$ cat src/rtl/softex_fp_minmax_acc.sv
// Streaming FP min/max reducer with arg-index.
// Per-beat lane tree, one register stage, then a cross-beat accumulator.
package softex_minmax_pkg;
  typedef enum logic {
    MM_MAX = 1'b0,
    MM_MIN = 1'b1
  } min_max_mode_t;
endpackage

module softex_fp_minmax_acc
  import softex_minmax_pkg::*;
#(
  parameter int unsigned EXP_BITS  = 8,
  parameter int unsigned MAN_BITS  = 23,
  parameter int unsigned N_INP     = 8,
  parameter int unsigned IDX_WIDTH = 16,
  localparam int unsigned WIDTH    = 1 + EXP_BITS + MAN_BITS
) (
  input  logic                   clk_i,
  input  logic                   rst_i,
  input  logic                   clear_i,
  input  min_max_mode_t          mode_i,
  input  logic                   in_valid_i,
  output logic                   in_ready_o,
  input  logic [N_INP*WIDTH-1:0] op_i,
  input  logic [N_INP-1:0]       strb_i,
  input  logic                   last_i,
  output logic                   res_valid_o,
  input  logic                   res_ready_i,
  output logic [WIDTH-1:0]       res_o,
  output logic [IDX_WIDTH-1:0]   idx_o,
  output logic                   strb_o,
  output logic                   busy_o
);

  localparam int LANE_W = (N_INP > 1) ? $clog2(N_INP) : 1;
  localparam int LEVELS = (N_INP > 1) ? $clog2(N_INP) : 0;

  // Strict a > b; NaN never compares true, +0 and -0 are equal.
  function automatic logic fp_gt(
    input logic [WIDTH-1:0] a,
    input logic [WIDTH-1:0] b
  );
    logic a_nan, b_nan, a_zero, b_zero, r;
    a_nan  = (&a[WIDTH-2 -: EXP_BITS]) && (|a[MAN_BITS-1:0]);
    b_nan  = (&b[WIDTH-2 -: EXP_BITS]) && (|b[MAN_BITS-1:0]);
    a_zero = (a[WIDTH-2:0] == '0);
    b_zero = (b[WIDTH-2:0] == '0);
    if (a_nan || b_nan)
      r = 1'b0;
    else if (a_zero && b_zero)
      r = 1'b0;
    else if (a[WIDTH-1] != b[WIDTH-1])
      r = ~a[WIDTH-1];
    else if (!a[WIDTH-1])
      r = a[WIDTH-2:0] > b[WIDTH-2:0];
    else
      r = a[WIDTH-2:0] < b[WIDTH-2:0];
    return r;
  endfunction

  // True when challenger a strictly beats incumbent b.
  function automatic logic wins(
    input logic [WIDTH-1:0] a,
    input logic [WIDTH-1:0] b,
    input min_max_mode_t    m
  );
    return (m == MM_MAX) ? fp_gt(a, b) : fp_gt(b, a);
  endfunction

  logic                 first_q;
  min_max_mode_t        mode_q;
  logic [IDX_WIDTH-1:0] elem_cnt_q;

  logic                 s1_valid_q;
  logic [WIDTH-1:0]     s1_val_q;
  logic [IDX_WIDTH-1:0] s1_idx_q;
  logic                 s1_strb_q;
  logic                 s1_last_q;
  min_max_mode_t        s1_mode_q;

  logic [WIDTH-1:0]     acc_val_q, acc_val_d;
  logic [IDX_WIDTH-1:0] acc_idx_q, acc_idx_d;
  logic                 acc_strb_q, acc_strb_d;

  logic                 res_valid_q;
  logic [WIDTH-1:0]     res_val_q;
  logic [IDX_WIDTH-1:0] res_idx_q;
  logic                 res_strb_q;

  logic                 rst;
  logic                 stall;
  logic                 in_fire;
  logic                 s1_fire;
  logic                 res_fire;
  min_max_mode_t        beat_mode;

  logic [WIDTH-1:0]     s0_val;
  logic [LANE_W-1:0]    s0_lane;
  logic                 s0_strb;

  assign rst       = rst_i | clear_i;
  assign stall     = res_valid_q & ~res_ready_i;
  assign in_ready_o = ~s1_valid_q | ~(s1_last_q & stall);
  assign in_fire   = in_valid_i & in_ready_o;
  assign s1_fire   = s1_valid_q & ~(s1_last_q & stall);
  assign res_fire  = res_valid_q & res_ready_i;
  assign beat_mode = first_q ? mode_i : mode_q;

  // S0: in-place pairwise tree; the lower lane keeps ties.
  always_comb begin : s0_tree
    logic [WIDTH-1:0]  t_val  [N_INP];
    logic [LANE_W-1:0] t_lane [N_INP];
    logic              t_strb [N_INP];
    int                cnt;
    for (int i = 0; i < int'(N_INP); i++) begin
      t_val[i]  = op_i[i*WIDTH +: WIDTH];
      t_lane[i] = LANE_W'(i);
      t_strb[i] = strb_i[i];
    end
    cnt = int'(N_INP);
    for (int l = 0; l < LEVELS; l++) begin
      for (int i = 0; i < int'(N_INP / 2); i++) begin
        if (2*i+1 < cnt) begin
          if (t_strb[2*i+1] &&
              (!t_strb[2*i] ||
               wins(t_val[2*i+1], t_val[2*i], beat_mode))) begin
            t_val[i]  = t_val[2*i+1];
            t_lane[i] = t_lane[2*i+1];
            t_strb[i] = 1'b1;
          end else begin
            t_val[i]  = t_val[2*i];
            t_lane[i] = t_lane[2*i];
            t_strb[i] = t_strb[2*i];
          end
        end
      end
      if ((cnt % 2) == 1) begin
        t_val[(cnt-1)/2]  = t_val[cnt-1];
        t_lane[(cnt-1)/2] = t_lane[cnt-1];
        t_strb[(cnt-1)/2] = t_strb[cnt-1];
      end
      cnt = (cnt + 1) / 2;
    end
    s0_val  = t_val[0];
    s0_lane = t_lane[0];
    s0_strb = t_strb[0];
  end

  // Vector framing: mode latch, first-beat flag, element counter.
  always_ff @(posedge clk_i) begin
    if (rst) begin
      first_q    <= 1'b1;
      mode_q     <= MM_MAX;
      elem_cnt_q <= '0;
    end else if (in_fire) begin
      if (first_q)
        mode_q <= mode_i;
      first_q    <= last_i;
      elem_cnt_q <= last_i ? '0
                           : elem_cnt_q + IDX_WIDTH'(N_INP);
    end
  end

  // S1: registered beat winner with its global index.
  always_ff @(posedge clk_i) begin
    if (rst) begin
      s1_valid_q <= 1'b0;
      s1_val_q   <= '0;
      s1_idx_q   <= '0;
      s1_strb_q  <= 1'b0;
      s1_last_q  <= 1'b0;
      s1_mode_q  <= MM_MAX;
    end else if (in_fire) begin
      s1_valid_q <= 1'b1;
      s1_val_q   <= s0_val;
      s1_idx_q   <= elem_cnt_q + IDX_WIDTH'(s0_lane);
      s1_strb_q  <= s0_strb;
      s1_last_q  <= last_i;
      s1_mode_q  <= beat_mode;
    end else if (s1_fire) begin
      s1_valid_q <= 1'b0;
    end
  end

  // Fold S1 into the accumulator; an empty accumulator takes S1 as is.
  always_comb begin
    acc_val_d  = acc_val_q;
    acc_idx_d  = acc_idx_q;
    acc_strb_d = acc_strb_q;
    if (s1_strb_q &&
        (!acc_strb_q || wins(s1_val_q, acc_val_q, s1_mode_q))) begin
      acc_val_d  = s1_val_q;
      acc_idx_d  = s1_idx_q;
      acc_strb_d = 1'b1;
    end
  end

  // Accumulator register; cleared as the last beat retires.
  always_ff @(posedge clk_i) begin
    if (rst || (s1_fire && s1_last_q)) begin
      acc_val_q  <= '0;
      acc_idx_q  <= '0;
      acc_strb_q <= 1'b0;
    end else if (s1_fire) begin
      acc_val_q  <= acc_val_d;
      acc_idx_q  <= acc_idx_d;
      acc_strb_q <= acc_strb_d;
    end
  end

  // Output register; held stable while the consumer stalls.
  always_ff @(posedge clk_i) begin
    if (rst) begin
      res_valid_q <= 1'b0;
      res_val_q   <= '0;
      res_idx_q   <= '0;
      res_strb_q  <= 1'b0;
    end else if (s1_fire && s1_last_q) begin
      res_valid_q <= 1'b1;
      res_val_q   <= acc_val_d;
      res_idx_q   <= acc_idx_d;
      res_strb_q  <= acc_strb_d;
    end else if (res_fire) begin
      res_valid_q <= 1'b0;
    end
  end

  assign res_valid_o = res_valid_q;
  assign res_o       = res_val_q;
  assign idx_o       = res_idx_q;
  assign strb_o      = res_strb_q;
  assign busy_o      = s1_valid_q | (elem_cnt_q != '0) | acc_strb_q;

endmodule
$ cat config.mk
export PLATFORM = sky130hd
export DESIGN_NAME = softex_fp_minmax_acc
export DESIGN_NICKNAME = d
export VERILOG_FILES = /design/src/rtl/softex_fp_minmax_acc.sv
export SDC_FILE = /design/constraint.sdc
export NUM_CORES = 1
export LEC_CHECK = 0
export ABC_AREA = 1
export CORE_MARGIN = 1
export CORE_UTILIZATION = 47
export DETAILED_ROUTE_END_ITERATION = 10
export PLACE_DENSITY = 0.77
export SLEW_MARGIN = 10
export SYNTH_ARGS = -nofsm -noshare
export SYNTH_HDL_FRONTEND = slang
export SYNTH_SLANG_ARGS = --single-unit
$ cat constraint.sdc
create_clock -name clk_i -period 24.3 [get_ports clk_i]
set_input_delay 3.645 -clock clk_i [delete_from_list [all_inputs] [get_ports clk_i]]
set_output_delay 3.645 -clock clk_i [all_outputs]
set_load 0.01 [all_outputs]
* Word level (Yosys, flattened, before mapping)
Cells that the tools add are included.
** Word-level totals
- Register bits after elaboration :: 168
- Output and inout port bits :: 52
- Input bits :: 271
** Cells by class
- Bitwise operators :: 28
- Reductions and logical operators :: 109
- Multiplexer cells :: 102
- Equality and inequality tests :: 16
- $add $sub $neg :: 2
- Order comparisons :: 32
** Operators with widths (number)
- $gt A31 B31 Y1 :: 16
- $logic_not A31 Y1 :: 16
- $lt A31 B31 Y1 :: 16
- $reduce_or A23 Y1 :: 16
- $mux W32 :: 8
- $reduce_and A8 Y1 :: 16
- $mux W1 :: 89
- $logic_and A1 B1 Y1 :: 33
- $mux W16 :: 2
- $not A1 Y1 :: 19
- $logic_or A1 B1 Y1 :: 17
- $add A16 B3 Y16 :: 1
- $add A16 B4 Y16 const B :: 1
- $ne A1 B1 Y1 :: 16
- $reduce_bool A16 Y1 :: 1
- $mux W3 :: 3
- $logic_not A1 Y1 :: 8
- $and A1 B1 Y1 :: 5
- $or A1 B1 Y1 :: 4
- $reduce_bool A2 Y1 :: 2

* Longest topological paths before layout
- Depth after elaboration :: 28
- Gate-level depth with buffers :: 69

* Worst setup path before layout
No wires, ideal clock.
- Kind :: input port to flip-flop
- From :: input op_i[254]
- To :: register s1_idx_q[1]
- Cell stages on the path :: 54
- Required time :: 24.172 ns
- Path slack :: 14.154 ns
- Data arrival time :: 10.018 ns
- Cells stage by stage :: inv_1 > ha_1 > nand2_1 > nor2_1 > nor3b_2 > and2b_1 > nand2_1 > nand2_1 > nand2_1 > nand2_1 > nand2_1 > nand2_1 > nand2_1 > nand2_1 > nand2_2 > clkbuf_1 > o21ai_0 > inv_1 > [18 not listed] > nand2_1 > nor3_1 > nand2_1 > o31ai_1 > o41ai_1 > nand3_1 > nand2_1 > nand2_1 > nand2_1 > a21oi_1 > nand3_2 > nand2_4 > nand2_8 > nand2_1 > o21ai_0 > ha_1 > o21ai_0 > a21oi_1
** On the way
- Word-level cells in the longest chain between the ends :: 28
- Elaborated cells on any way between the ends :: 76
** Ends and longest elaborated chain
- from (decl) :: RTL line 25 : input logic [N_INP*WIDTH-1:0] op_i,
- $gt A31 B31 Y1 or $lt A31 B31 Y1 (tied branches) :: RTL line 56, 58
- $mux W1 :: RTL line 55 : else if (!a[WIDTH-1])
- $mux W1 :: RTL line 53 : else if (a[WIDTH-1] != b[WIDTH-1])
- $mux W1 :: RTL line 51 : else if (a_zero && b_zero)
- $mux W1 :: RTL line 49 : if (a_nan || b_nan)
- $mux W1 :: RTL line 68 : return (m == MM_MAX) ? fp_gt(a, b) : fp_gt(b, a);
- $logic_or A1 B1 Y1 :: RTL line 126 : (!t_strb[2*i] ||
- $logic_and A1 B1 Y1 :: RTL line 125 : if (t_strb[2*i+1] &&
- [12 not listed]
- $mux W1 :: RTL line 53
- $mux W1 :: RTL line 51
- $mux W1 :: RTL line 49
- $mux W1 :: RTL line 68
- $logic_or A1 B1 Y1 :: RTL line 126
- $logic_and A1 B1 Y1 :: RTL line 125
- $mux W3 * :: RTL line 125
- $add A16 B3 Y16 * :: RTL line 177 : s1_idx_q <= elem_cnt_q + IDX_WIDTH'(s0_lane);
- to (signal assigned) :: RTL line 177
- to (decl) :: RTL line 77 : logic [IDX_WIDTH-1:0] s1_idx_q;
Mark *: on every way between the ends. The rest lies on a longest branch, timed or not.
A chain may end at the register's enable or synchronous reset.

* Worst setup path in the final report
- From :: input op_i[190]
- To :: register s1_val_q[20]
** On the way
- Word-level cells in the longest chain between the ends :: 27
- Elaborated cells on any way between the ends :: 74
** Ends and longest elaborated chain
- $gt A31 B31 Y1 or $lt A31 B31 Y1 (tied branches) :: RTL line 56, 58
- $mux W1 :: RTL line 55
- $mux W1 :: RTL line 53
- $mux W1 :: RTL line 51
- $mux W1 :: RTL line 49
- $mux W1 :: RTL line 68
- $logic_or A1 B1 Y1 :: RTL line 126
- $logic_and A1 B1 Y1 :: RTL line 125
- [11 not listed]
- $mux W1 :: RTL line 55
- $mux W1 :: RTL line 53
- $mux W1 :: RTL line 51
- $mux W1 :: RTL line 49
- $mux W1 :: RTL line 68
- $logic_or A1 B1 Y1 :: RTL line 126
- $logic_and A1 B1 Y1 :: RTL line 125
- $mux W32 * :: RTL line 125
- to (signal assigned) :: RTL line 176 : s1_val_q <= s0_val;
- to (decl) :: RTL line 76 : logic [WIDTH-1:0] s1_val_q;
Marks and branches as above.

==> impl_results.md <==
* Status: completed
* Post-DP HPWL at 51,040 um
* # rows at 73
* Post-synthesis mux area share at 0
* Starting DRC count in detailed routing at 1,947
* Initial Util at 0.4812
* Sum Neg Setup Slack at 0 ns
* Max-slew headroom at 0.3550
* Commonest non-fill, non-tap cell in the layout: nand2_1
* ANT nets after route at 0
* CP most frequent cell: nand2_1
* Synth Cell Area at 0.01929 mm^2
* Met2 Wirelength at 27,460 um
* CP max-delay cell: o21ai_0
* Final setup vio count at 0
* Post_cts resized at 0
* Max Slew Vio Count at 0
* Wire length on met3 at 4863 um
* Min Tclk post-route at 12.79 ns
* Sequential area share after synthesis at 0.1712
* Crit-path max cell delay at 0.65 ns
* Synth Area in XOR/XNOR at 0.002724
* Largest net degree at the start of global routing at 98
* WS Path Type: in -> reg
* Synth top area cells: dfxtp_1 (17%), ha_1 (16%), nand2_1 (16%), inv_1 (11%), nor2_1 (6.7%)
* Number of global-route vias before repair at 19,396
* Maximum VDD drop at 0.05830 mV
* Main combinational cell family by area after synthesis: simple AND/OR/NAND/NOR gates
* Lkg Pwr at 0.01171 uW
* # IOs at 323
* Compound-Gate Fraction of Synth Area at 0.1958
* Internal at 616.0 uW
* Top Layer Used: met4
* Post-Layout Cell Count at 4,030
* Largest area contributor in the netlist: dfxtp_1
* DRT Pass-1 Iters at 8
* Clock skew at 0.01369 ns
* H-tree lvl count at 4
* Total CTS buffers at 17
* FF+latch count, synth at 165
* Worst Max-Slew Pin Slew at 0.9641 ns
* Fillers at 3,982
* First-pass GRT wire length at 100,200 um
* Max-cap violations at 0
* Skew-Pair Late Insertion Delay at 0.44 ns
* Synthesized-area fraction occupied by and/or/nand/nor cells at 0.3277
* Avg Synthesized Cell Area at 5.946 um^2
* DRT met1 WL at 28,000 um
* Clock buffer depth at 2
* Die ar. at 0.04187 mm^2
* Final worst slack at 11.51 ns
* Die Y at 204.6 um
* CTS tree: done
* Fin. Hold Viols at 0
* Gr ovfl total at 0
* CP Max Fanout at 64
* FF-to-FF path depth at 45
* N_diodes at 0
* Clock Sinks at 165
* Setup repair bufs after CTS at 0
* Layout cells sized above 1 at 0.03367
* Tcrit/Tclk final at 0.5262
* Setup crit start kind: primary input
* CTS Hold Bufs at 0
* Port Buffers at 322
* Final Util at 0.5804
* Die width at 204.6 um
* Warnings from Yosys at 0
* Synth top area share at 0.1712
* Unrepaired setup endpoints after global routing: false
* Dpl cells at 3,998
* Post-Syn Instances at 3,245
* Sw Pwr at 455.3 uW
* Wire per inst at 15.44 um
* Clock share of power at 0.242
* Worst hold stages at 2
* Post-Syn Nets at 3,762
* DRC Markers at 0
* GRT Overall Usage at 0.2956
* WL final at 62,240 um
* WP data arrival at 13.06 ns
* Pwr Density at 46.03 mW/mm^2
* Nets at 4,009
* Tot Pwr at 1071 uW
* Initial antenna violation count at 0
* WP data required at 24.58 ns
* Clk slew on worst S/H paths at 0.06 ns
* Switching fraction of total power at 0.4250
* Core ar. at 0.04010 mm^2
* Pre-CTS setup slack at 11.29 ns
* FMAX at 78.21 MHz
* Yosys cell types at 57
* Root Buffer Master: clkbuf_16
* Gpl congestion at 1.048
* Area share of fa/ha/maj cells after synthesis at 0.1595
* Synth-to-Final Area Change at 20.63%
* Hold Crit Class: reg -> reg
* Reg power frac at 0.268
* Most frequent cells in the layout: nand2_1 (812), inv_1 (573), nor2_1 (344), clkdlybuf4s50_1 (322), ha_1 (246)
* Via count at 21,606
* Crit. End Element: flip-flop
* DR vias/cell at 5.361
* Comb power frac at 0.490
layout make-up:
class / count / area, um^2 / area share
Clock buffer: 21 / 470.5 / 0.02021
Sequential cell: 165 / 3303 / 0.1419
Multi-Input combinational cell: 2393 / 13250 / 0.5694
Timing Repair Buffer: 332 / 3298 / 0.1417
Inverter: 583 / 2193 / 0.09424
Tap cell: 525 / 656.9 / 0.02822
Clock inverter: 11 / 100.1 / 0.004301
per-stage QoR:
step	hold slack [ns]	cell area, um^2
final	0.4498	23270
after global routing	0.4670	23270
after CTS	0.4519	23270
after detailed placement	0.4425	22700
after global placement	0.4357	22700
after floorplan	0.4246	19290
path summary, 6_finish.rpt:
check	startpoint	endpoint	slack [ns]
setup / recovery	op_i[190]	s1_val_q[20]	11.51
hold reg to reg	s1_idx_q[7]	s1_idx_q[7]	0.45
hold / removal	s1_idx_q[7]	s1_idx_q[7]	0.45
setup reg to reg	first_q	s1_val_q[20]	15.04
synthesized netlist by cell type (all sizes together):
master,instances
a2111oi,1
a21oi,198
clkinv,2
xor2,5
nand3,153
nor4,23
nand2,827
ha,246
a221oi,4
clkbuf,58
or2,7
o2111ai,4
o221ai,2
nor2,346
o21ai,302
a21boi,2
buf,46
a31oi,3
o31ai,6
o21bai,47
and2b,1
o41ai,1
inv,581
nor3b,2
xnor2,1
and2,2
nor3,25
a21o,13
o21a,16
conb,1
a211oi,7
dfxtp,165
o32ai,1
o211ai,35
nand3b,16
and3,4
nand4,91
or4,1
logic make-up (layout without fill, tap and decap cells):
logic type,after synthesis,in the layout
flip-flops,165,165
AO/OA/AOI/OAI,642,642
buffers and inverters,687,947
adder cells (fa/ha/maj),246,246
AND/OR/NAND/NOR,1498,1498
XOR/XNOR,6,6
other,1,1
sequential cells by signal (all words and copies together) (netlist names):
name	count
res_valid_o	1
idx_o	16
s1_valid_q	1
first_q	1
acc_strb_q	1
res_o	32
s1_last_q	1
strb_o	1
acc_idx_q	16
acc_val_q	32
s1_strb_q	1
s1_idx_q	16
s1_val_q	32
s1_mode_q	1
elem_cnt_q	13
critical path: cells and delay by family:
kind | cells | cell delay, ns
adders and majority gates | 3 | 0.91
buffers and inverters | 5 | 1.22
and+or+nand+nor | 34 | 4.80
AOI/OAI and AO/OA | 9 | 2.41
power groups by stage:
stage / clock network, uW / registers (uW) / logic, uW
final: 259 / 287 / 525
after detailed placement: 0 / 293 / 513
after global placement: 0 / 292 / 507
after global routing: 273 / 288 / 588
after CTS: 262 / 287 / 515
after floorplan: 0 / 290 / 367
metal layers:
layer / track usage / vias up
met3: 0.03707 / 126
met5: 0 / -
met1: 0.4049 / 9551
li1: - / 11027
met4: 0.09701 / 0
met2: 0.4760 / 902
Power figures use the tool's default switching activity.
